--- config.mk ---
export PLATFORM = sky130hd
export DESIGN_NAME = digit_serial_adder_flat
export DESIGN_NICKNAME = d
export VERILOG_FILES = /design/src/rtl/adder_pkg.sv /design/src/rtl/digit_serial_adder_if.sv /design/src/rtl/digit_add.sv /design/src/rtl/digit_serial_adder.sv /design/src/flat_wrapper.sv
export SDC_FILE = /design/constraint.sdc
export NUM_CORES = 1
export LEC_CHECK = 0
export BUFFER_PORTS_ARGS = -buffer_cell sky130_fd_sc_hd__buf_4
export CORE_UTILIZATION = 30
export CTS_BUF_LIST = sky130_fd_sc_hd__clkbuf_4 sky130_fd_sc_hd__clkbuf_8
export DETAILED_ROUTE_END_ITERATION = 10
export HOLD_SLACK_MARGIN = 0.02
export SYNTH_ARGS = -nofsm -noshare
export SYNTH_HDL_FRONTEND = slang
export SYNTH_HIERARCHICAL = 1
export SYNTH_SLANG_ARGS = --single-unit
--- constraint.sdc ---
create_clock -name clk -period 1.4 [get_ports clk]
set_input_delay 0.14 -clock clk [delete_from_list [all_inputs] [get_ports clk]]
set_output_delay 0.14 -clock clk [all_outputs]
set_load 0.02 [all_outputs]
--- src/rtl/adder_pkg.sv ---
// Shared definitions for the digit-serial adder family.
// Holds the FSM state encoding, the add/subtract opcode values and a
// constant-foldable ceil(log2) helper used to size digit counters.
package adder_pkg;

  localparam logic [1:0] ST_IDLE = 2'd0;
  localparam logic [1:0] ST_RUN  = 2'd1;
  localparam logic [1:0] ST_DONE = 2'd2;

  localparam logic OP_ADD = 1'b0;
  localparam logic OP_SUB = 1'b1;

  typedef enum logic [1:0] {
    IDLE = ST_IDLE,
    RUN  = ST_RUN,
    DONE = ST_DONE
  } state_t;

  // ceil(log2(value)); returns 0 for value <= 1.
  function automatic int clog2(input int value);
    int r;
    r = 0;
    while ((1 << r) < value) r = r + 1;
    return r;
  endfunction

endpackage

--- src/rtl/digit_serial_adder_if.sv ---
// Operand/result handshake bundle for digit_serial_adder.
// Ports: in_valid/in_ready/a/b/c_in (+op when ADDER_SUB_EN) from producer,
//        out_valid/out_ready/sum/c_out towards consumer.
interface digit_serial_adder_if #(
  parameter int WIDTH = 16
);

  logic             in_valid;
  logic             in_ready;
  logic [WIDTH-1:0] a;
  logic [WIDTH-1:0] b;
  logic             c_in;
`ifdef ADDER_SUB_EN
  logic             op;
`endif
  logic             out_valid;
  logic             out_ready;
  logic [WIDTH-1:0] sum;
  logic             c_out;

`ifdef ADDER_SUB_EN
  modport master (
    output in_valid, a, b, c_in, op, out_ready,
    input  in_ready, out_valid, sum, c_out
  );
  modport slave (
    input  in_valid, a, b, c_in, op, out_ready,
    output in_ready, out_valid, sum, c_out
  );
`else
  modport master (
    output in_valid, a, b, c_in, out_ready,
    input  in_ready, out_valid, sum, c_out
  );
  modport slave (
    input  in_valid, a, b, c_in, out_ready,
    output in_ready, out_valid, sum, c_out
  );
`endif

endinterface

--- src/rtl/digit_add.sv ---
// DIGIT-bit combinational adder with carry in and carry out.
// Latency: 0 cycles (purely combinational).
// Backpressure: none; no state, no handshake.
// Ports: a, b (DIGIT bits), ci -> s (DIGIT bits), co.
module digit_add #(
  parameter int DIGIT = 4
) (
  input  logic [DIGIT-1:0] a,
  input  logic [DIGIT-1:0] b,
  input  logic             ci,
  output logic [DIGIT-1:0] s,
  output logic             co
);

  logic [DIGIT:0] total;

  assign total   = {1'b0, a} + {1'b0, b} + {{DIGIT{1'b0}}, ci};
  assign {co, s} = total;

endmodule

--- src/rtl/digit_serial_adder.sv ---
// Multi-cycle WIDTH-bit adder that processes DIGIT bits per clock, LSB digit first.
// Latency: N = WIDTH/DIGIT cycles from accept to out_valid; one result per N+2 cycles.
// Backpressure: result is held in DONE until out_ready; in_ready is low outside IDLE.
// Ports: clk, rst (sync, active-high), io (slave side of digit_serial_adder_if), busy.
// Optional feature: define ADDER_SUB_EN to add the op port and subtract mode.
module digit_serial_adder
  import adder_pkg::*;
#(
  parameter int WIDTH = 16,
  parameter int DIGIT = 4
) (
  input  logic                  clk,
  input  logic                  rst,
  digit_serial_adder_if.slave   io,
  output logic                  busy
);

  localparam int              N    = WIDTH / DIGIT;
  localparam int              CW   = (clog2(N) < 1) ? 1 : clog2(N);
  localparam logic [CW-1:0]   LAST = CW'(N - 1);

  state_t           state;
  state_t           state_nxt;

  logic [WIDTH-1:0] a_sr;
  logic [WIDTH-1:0] b_sr;
  logic [WIDTH-1:0] sum_sr;
  logic [WIDTH-1:0] sum_nxt;
  logic             carry;
  logic [CW-1:0]    cnt;

  logic             in_ready_q;
  logic             out_valid_q;
  logic             busy_q;

  logic [DIGIT-1:0] dsum;
  logic             dcarry;
  logic             accept;

`ifdef ADDER_SUB_EN
  logic             sub_sel;
  logic             sub_q;

  assign sub_sel = (io.op == OP_SUB);
`endif

  // in_ready_q is low in the first cycle after reset even though state is
  // already IDLE, so it must gate the accept as well.
  assign accept = (state == IDLE) && in_ready_q && io.in_valid;

  // ---------------------------------------------------------------------
  // FSM: state and registered handshake outputs
  // ---------------------------------------------------------------------
  always_ff @(posedge clk) begin
    if (rst) begin
      state       <= IDLE;
      in_ready_q  <= 1'b0;
      out_valid_q <= 1'b0;
      busy_q      <= 1'b0;
    end else begin
      state       <= state_nxt;
      in_ready_q  <= (state_nxt == IDLE);
      out_valid_q <= (state_nxt == DONE);
      busy_q      <= (state_nxt != IDLE);
    end
  end

  always_comb begin
    state_nxt = state;
    case (state)
      IDLE:    if (accept) state_nxt = RUN;
      RUN:     if (cnt == LAST) state_nxt = DONE;
      DONE:    if (io.out_ready) state_nxt = IDLE;
      default: state_nxt = IDLE;
    endcase
  end

  // ---------------------------------------------------------------------
  // Datapath: one digit adder, operands shift right, sum fills from the top
  // ---------------------------------------------------------------------
  digit_add #(.DIGIT(DIGIT)) u_digit_add (
    .a  (a_sr[DIGIT-1:0]),
    .b  (b_sr[DIGIT-1:0]),
    .ci (carry),
    .s  (dsum),
    .co (dcarry)
  );

  // After N shifts the first digit computed has reached the LSB end.
  generate
    if (N == 1) begin : g_single
      assign sum_nxt = dsum;
    end else begin : g_multi
      assign sum_nxt = {dsum, sum_sr[WIDTH-1:DIGIT]};
    end
  endgenerate

  always_ff @(posedge clk) begin
    if (rst) begin
      a_sr   <= '0;
      b_sr   <= '0;
      sum_sr <= '0;
      carry  <= 1'b0;
      cnt    <= '0;
`ifdef ADDER_SUB_EN
      sub_q  <= 1'b0;
`endif
    end else if (accept) begin
      a_sr  <= io.a;
`ifdef ADDER_SUB_EN
      // a - b - c_in == a + ~b + !c_in
      b_sr  <= sub_sel ? ~io.b : io.b;
      carry <= io.c_in ^ sub_sel;
      sub_q <= sub_sel;
`else
      b_sr  <= io.b;
      carry <= io.c_in;
`endif
      cnt   <= '0;
    end else if (state == RUN) begin
      a_sr   <= a_sr >> DIGIT;
      b_sr   <= b_sr >> DIGIT;
      sum_sr <= sum_nxt;
      carry  <= dcarry;
      cnt    <= cnt + CW'(1);
    end
  end

  assign io.in_ready  = in_ready_q;
  assign io.out_valid = out_valid_q;
  assign io.sum       = sum_sr;
  assign busy         = busy_q;

`ifdef ADDER_SUB_EN
  // In subtract mode the final carry is the inverse of the borrow.
  assign io.c_out = carry ^ sub_q;
`else
  assign io.c_out = carry;
`endif

endmodule
--- src/flat_wrapper.sv ---
// flat-port wrapper written by rule: the top's interface ports become plain ports
module digit_serial_adder_flat import adder_pkg::*;
#(
  parameter int WIDTH = 16,
  parameter int DIGIT = 4
)
  (clk, rst, busy, io_in_valid, io_a, io_b, io_c_in, io_out_ready, io_in_ready, io_out_valid, io_sum, io_c_out);
  digit_serial_adder_if #(.WIDTH(WIDTH)) io_i ();
  input  logic clk;
  input  logic rst;
  output logic busy;
  input wire logic [$bits(io_i.in_valid)-1:0] io_in_valid;
  input wire logic [$bits(io_i.a)-1:0] io_a;
  input wire logic [$bits(io_i.b)-1:0] io_b;
  input wire logic [$bits(io_i.c_in)-1:0] io_c_in;
  input wire logic [$bits(io_i.out_ready)-1:0] io_out_ready;
  output wire logic [$bits(io_i.in_ready)-1:0] io_in_ready;
  output wire logic [$bits(io_i.out_valid)-1:0] io_out_valid;
  output wire logic [$bits(io_i.sum)-1:0] io_sum;
  output wire logic [$bits(io_i.c_out)-1:0] io_c_out;
  assign io_i.in_valid = io_in_valid;
  assign io_i.a = io_a;
  assign io_i.b = io_b;
  assign io_i.c_in = io_c_in;
  assign io_i.out_ready = io_out_ready;
  assign io_in_ready = io_i.in_ready;
  assign io_out_valid = io_i.out_valid;
  assign io_sum = io_i.sum;
  assign io_c_out = io_i.c_out;
  digit_serial_adder #(.WIDTH(WIDTH), .DIGIT(DIGIT)) u_core (.clk(clk), .rst(rst), .io(io_i), .busy(busy));
endmodule
== Word level (Yosys, flattened, before mapping) ==
Index checks and enable logic that the tools add are counted.

* Shift operators: 0
* Div/mod/pow operators: 0
* $add $sub $neg: 3
* Order comparisons: 0
* Reductions and logical operators: 8
* Equality and inequality tests: 4
* Bitwise logic cells: 1
* $mul: 0
* Muxes and demuxes: 10

{| class="wikitable"
|+ Operator list
! kind !! number
|-
| two-way mux 16 bit || 4
|-
| equality test 2 bit, second input constant || 3
|-
| two-way mux 2 bit || 3
|-
| one-hot mux 2 bit (3 select lines) || 1
|-
| adder 4 x 4 -> 5 bit || 1
|-
| adder 5 x 1 -> 5 bit || 1
|-
| zero test 2 bit || 2
|-
| nonzero test 2 bit || 2
|-
| adder 2 x 1 -> 2 bit, second input constant || 1
|-
| equality test 2 x 1 -> 1 bit, second input constant || 1
|-
| logical AND 1 bit || 2
|-
| two-way mux 1 bit || 2
|-
| AND reduction 2 bit || 1
|-
| OR reduction 2 bit || 1
|-
| inverter 1 bit || 1
|}

* Output and inout bits: 20
* Bits in read-only memories: 0
* Memories kept: 0
* Register bits after elaboration: 56
* Latch bits: 0
* Word-level logic and storage cells: 35
* Bits in writable memories: 0
* Input bits: 37

== Depth between registers and ports, before layout ==
* Depth in word-level cells: 6
* Depth in mapped cells: 8
* Depth with buffers taken out: 8

== Cells and area by module ==
Netlist, hierarchy kept.

{| class="wikitable"
|+ Modules (own cells, without submodules)
! module !! instances !! sequential area each (um2) !! area an instance (um2) !! cells each
|-
| digit_serial_adder || 1 || 1121.1 || 2267.2 || 258
|-
| digit_add || 1 || 0.0 || 143.9 || 16
|}

== Least setup slack after synthesis ==
Ideal clock, no wire load.

* Path kind: reg-to-reg
* From: register u_core.carry, in the netlist u_core/io.c_out
* To: register u_core.carry, in the netlist u_core/io.c_out
* Buffers on the path: 0
* Data required time: 1268 ps
* Clock period less this slack: 1616 ps
* Cell stages (with the launch flop): 9
* Path slack: -216 ps
* Arrival time: 1484 ps
* Setup time: 132 ps
* Path through: dfxtp_1 > fa_1 > inv_1 > fa_1 > nor2b_1 > o21ai_0 > nand2b_1 > a22oi_1 > a21oi_1

* Word-level cells in the longest chain between the ends: 3

{| class="wikitable"
|+ Ends and longest elaborated chain
! element !! line !! source
|-
| from (decl) || digit_serial_adder.sv:29 || <nowiki>logic carry;</nowiki>
|-
| from (signal assigned) || digit_serial_adder.sv:117 || <nowiki>carry <= io.c_in;</nowiki>
|-
| from (signal assigned) || digit_serial_adder.sv:124 || <nowiki>carry <= dcarry;</nowiki>
|-
| adder 5 x 1 -> 5 bit || digit_add.sv:17 || <nowiki>assign total = {1'b0, a} + {1'b0, b} + {{DIGIT{1'b0}}, ci};</nowiki>
|-
| net u_core.dcarry || digit_serial_adder.sv:37 || <nowiki>logic dcarry;</nowiki>
|-
| two-way mux 1 bit || digit_serial_adder.sv:120 || <nowiki>end else if (state == RUN) begin</nowiki>
|-
| two-way mux 1 bit || digit_serial_adder.sv:108 || <nowiki>end else if (accept) begin</nowiki>
|}

The timed path passes the listed nets, and every way through them passes these cells. The select of a mux whose other input is x is not followed.
A chain may end at the register's enable or synchronous reset.

== Worst setup path after layout ==
Ends and elaborated chain as after synthesis.

==> impl_results.md <==
* Outcome: finished with violations
* Failing checks: setup timing
* Sequential share of the synthesized area at 46.5%
* Rows at 32
* Setup TNS at -0.461 ns
* Fin crit share at 116%
* Die Y at 91.7 microns
* I/O pins at 57
* Pin count of the biggest net entering global routing at 57
* Routability congestion estimate at 0.753
* CTS H-tree lvls at 2
* Slew @ Worst Pin at 0.629 ns
* Initial antenna violation count at 0
* Max-slew violations at 0
* HP Class: input pin to flip-flop
* Layout cell share with drive strength beyond 1 at 31.2%
* DRC at 0
* Clock slew at reported path FFs at 0.10 ns
* Crit-path max cell delay at 0.40 ns
* Final hold vios at 0
* Ant. Diodes at 0
* Post-synthesis async set-or-reset flop share at 0%
* Syn Area/Cell at 8.80 sq um
* DP Worst Slack at -0.210 ns
* RSZ-0062 raised after global routing: yes
* Synth Warn # at 6
* Clock Sinks at 56
* Initial drt markers at just under 70
* Synth cell types at 29
* CP max stage cell: fa_2
* GR Overflow Total at 0
* Worst-Skew Late Latency at a little over 0.3 ns
* Post-Syn Nets at 317
* Vias at 2,027
* Req. time, crit path at 1.57 ns
* Worst Skew at 0.00883 ns
* First-pass GRT wire length at 8650 microns
* DR pass1 iterations at 4
* Post-route ant nets at 0
* Post-synth EDFFs at 0
* Multiplexer share of the synthesized area at less than 1%
* Nets at around 370
* Setup Viol. Count Final at 4
* P per Cell Area at 1120 mW/mm^2
* Count of input and output buffers at 56
* CTS Buf Count at 5
* Most common cell in the netlist: dfxtp_1
* Synth Area in Compound Gates at 23.0%
* WP data arrival at 1.79 ns
* Synth top area share at 46.5%
* Synth Area in Simple Gates at 17.4%
* Root buf cell: clkbuf_8
* Layout area overhead at 28.9%
* Fillers at 845
* Hold WS at 0.0783 ns
* Synth Instances at 274
* Initial core utilization at 31.0%
* #FFs+latches synth at 56
* Via/cell ratio at 4.76
* Die Width at 91.7 microns
* Min Tclk post-route at 1.62 ns
* CP startpoint kind: flip-flop
* Critical-path maximum fanout at 2
* Peak Freq at ~620 MHz
* Placed inst area at 0.00294 sq mm
* Crit path cell chain: fa_2, inv_2, fa_2, nor2b_1, o21ai_1, nand2b_1, a22oi_1, a21oi_1
* LEAKAGE at 0.00117 uW
* Largest family of logic cells by synthesized area: compound AO/OA/AOI/OAI gates
* Post-DP HPWL at 3520 microns
* Design area at just over 0.003 sq mm
* Total GRT Usage at roughly an eighth
* Top cells by area, synth: dfxtp_1, a21oi_1, nand2_1, nand3_1, a22oi_1
* Max Cap Viol at 0
* Max VDD drop at 470 uV
* Synth Flop Type: dfxtp_1
* WL/cell at 12.7 microns
* Netlist Area Pre-Place at 0.00241 sq mm
* Top cell type by total area after synthesis: dfxtp_1
* Synth cell count leaders: dfxtp_1, nand2_1, a21oi_1, nand3_1, nor2_1
* Core area at a little under 0.008 sq mm
* Final wirelength at 5410 microns
* CTS tree: built
* Synth Area in XOR/XNOR at 1.09%
* Clock Path Buffers at 2
* Die area at 0.00840 sq mm
* Crit. End Element: flip-flop
* Rel. slew slack at 58.1%
* Most frequent CP cell: fa_2
* Power Total at 3490 uW
* Number of global-route vias before repair at approximately 1.9k
* Critical path class: flip-flop to flip-flop
* Adder-Cell Fraction of Synth Area at between 3 and 4%
* Crit path setup slack, layout at -0.218 ns
-- state kept, by name, indices dropped and copies added, names as in the netlist --
name / count
u_core/io.sum: 16
u_core/a_sr: 16
u_core/io.c_out: 1
u_core/io.in_ready: 1
u_core/busy: 1
u_core/io.out_valid: 1
u_core/cnt: 2
u_core/b_sr: 16
u_core/state: 2
-- layer usage --
metal  wire, microns  part of all wire [%]  global-route usage, %
met1            2580                    48                   16.4
met4              57                   1.1                   4.50
met5               0                     0                      0
met3             260                   4.8                   2.90
met2            2510                    46                   21.2
-- worst max-delay path, delay by kind of cell (launching register included) --
kind                       cells  cell delay, ns
AOI/OAI and AO/OA              3            0.35
adders and majority gates      2            0.59
buffers and inverters          1            0.06
DFF                            1            0.36
and+or+nand+nor                2            0.12
-- kinds of logic (layout without fill, tap and decap cells) --
kind of cell    Yosys count  after routing
compound gates           82             82
xor+xnor                  3              3
fa+ha+maj                 6              6
buf+inv                  29             79
flops                    56             56
mux                       1              1
simple gates             97             97
-- per-stage QoR --
step,cells,util [%]
after global routing,426,40.0
after global placement,417,37.9
after CTS,425,39.6
after detailed placement,417,37.9
after floorplan,274,-
final,426,40.0
-- layout make-up --
type	count	area, sq um	area share (%)
clock inverter	2	60.1	1.93
tap	102	128	4.11
timing repair buffer	67	583	18.8
multi-input combinational	189	1120	36.0
sequential	56	1130	36.3
inverter	4	15.0	0.483
clock buffer	6	76.3	2.46
-- cells in the final DEF, fill, tap and decap left out, types with 2 or more instances in the layout --
cell	instances
ha_1	4
a21oi_2	8
buf_4	61
a21oi_1	44
dfxtp_2	2
nand2_1	54
inv_1	2
fa_2	2
clkbuf_8	5
a22oi_1	13
dfxtp_1	53
nor3_1	2
buf_12	5
inv_2	2
nor2_1	14
bufinv_16	2
xnor2_1	3
a211oi_1	5
nand3_1	21
a211oi_2	7
-- final timing paths --
| path | start | to | slack [ns] | cells after the start |
|---|---|---|---|---|
| worst min-delay path | io_a[13] | u_core/a_sr[13] | 0.08 | 3 |
| worst max-delay path | u_core/io.c_out | u_core/io.c_out | -0.22 | 8 |
| worst min register to register | u_core/b_sr[13] | u_core/b_sr[9] | 0.46 | 2 |
| worst max register to register | u_core/io.c_out | u_core/io.c_out | -0.22 | 8 |
-- report_power, final --
part / internal, uW / switching [uW] / leakage, uW
registers: 1670 / 50.2 / 0.000457
logic: 252 / 273 / 0.000645
clock network: 734 / 505 / 0.0000688
-- repair_timing --
item	4_1_cts	5_1_grt
gates resized for setup	0	4
buffers inserted	0	0
gates cloned	0	1
endpoints found under the setup margin	4	13
pin swaps	3	1
hold buffers	0	0
No activity file was read; power rests on OpenSTA's default activity.
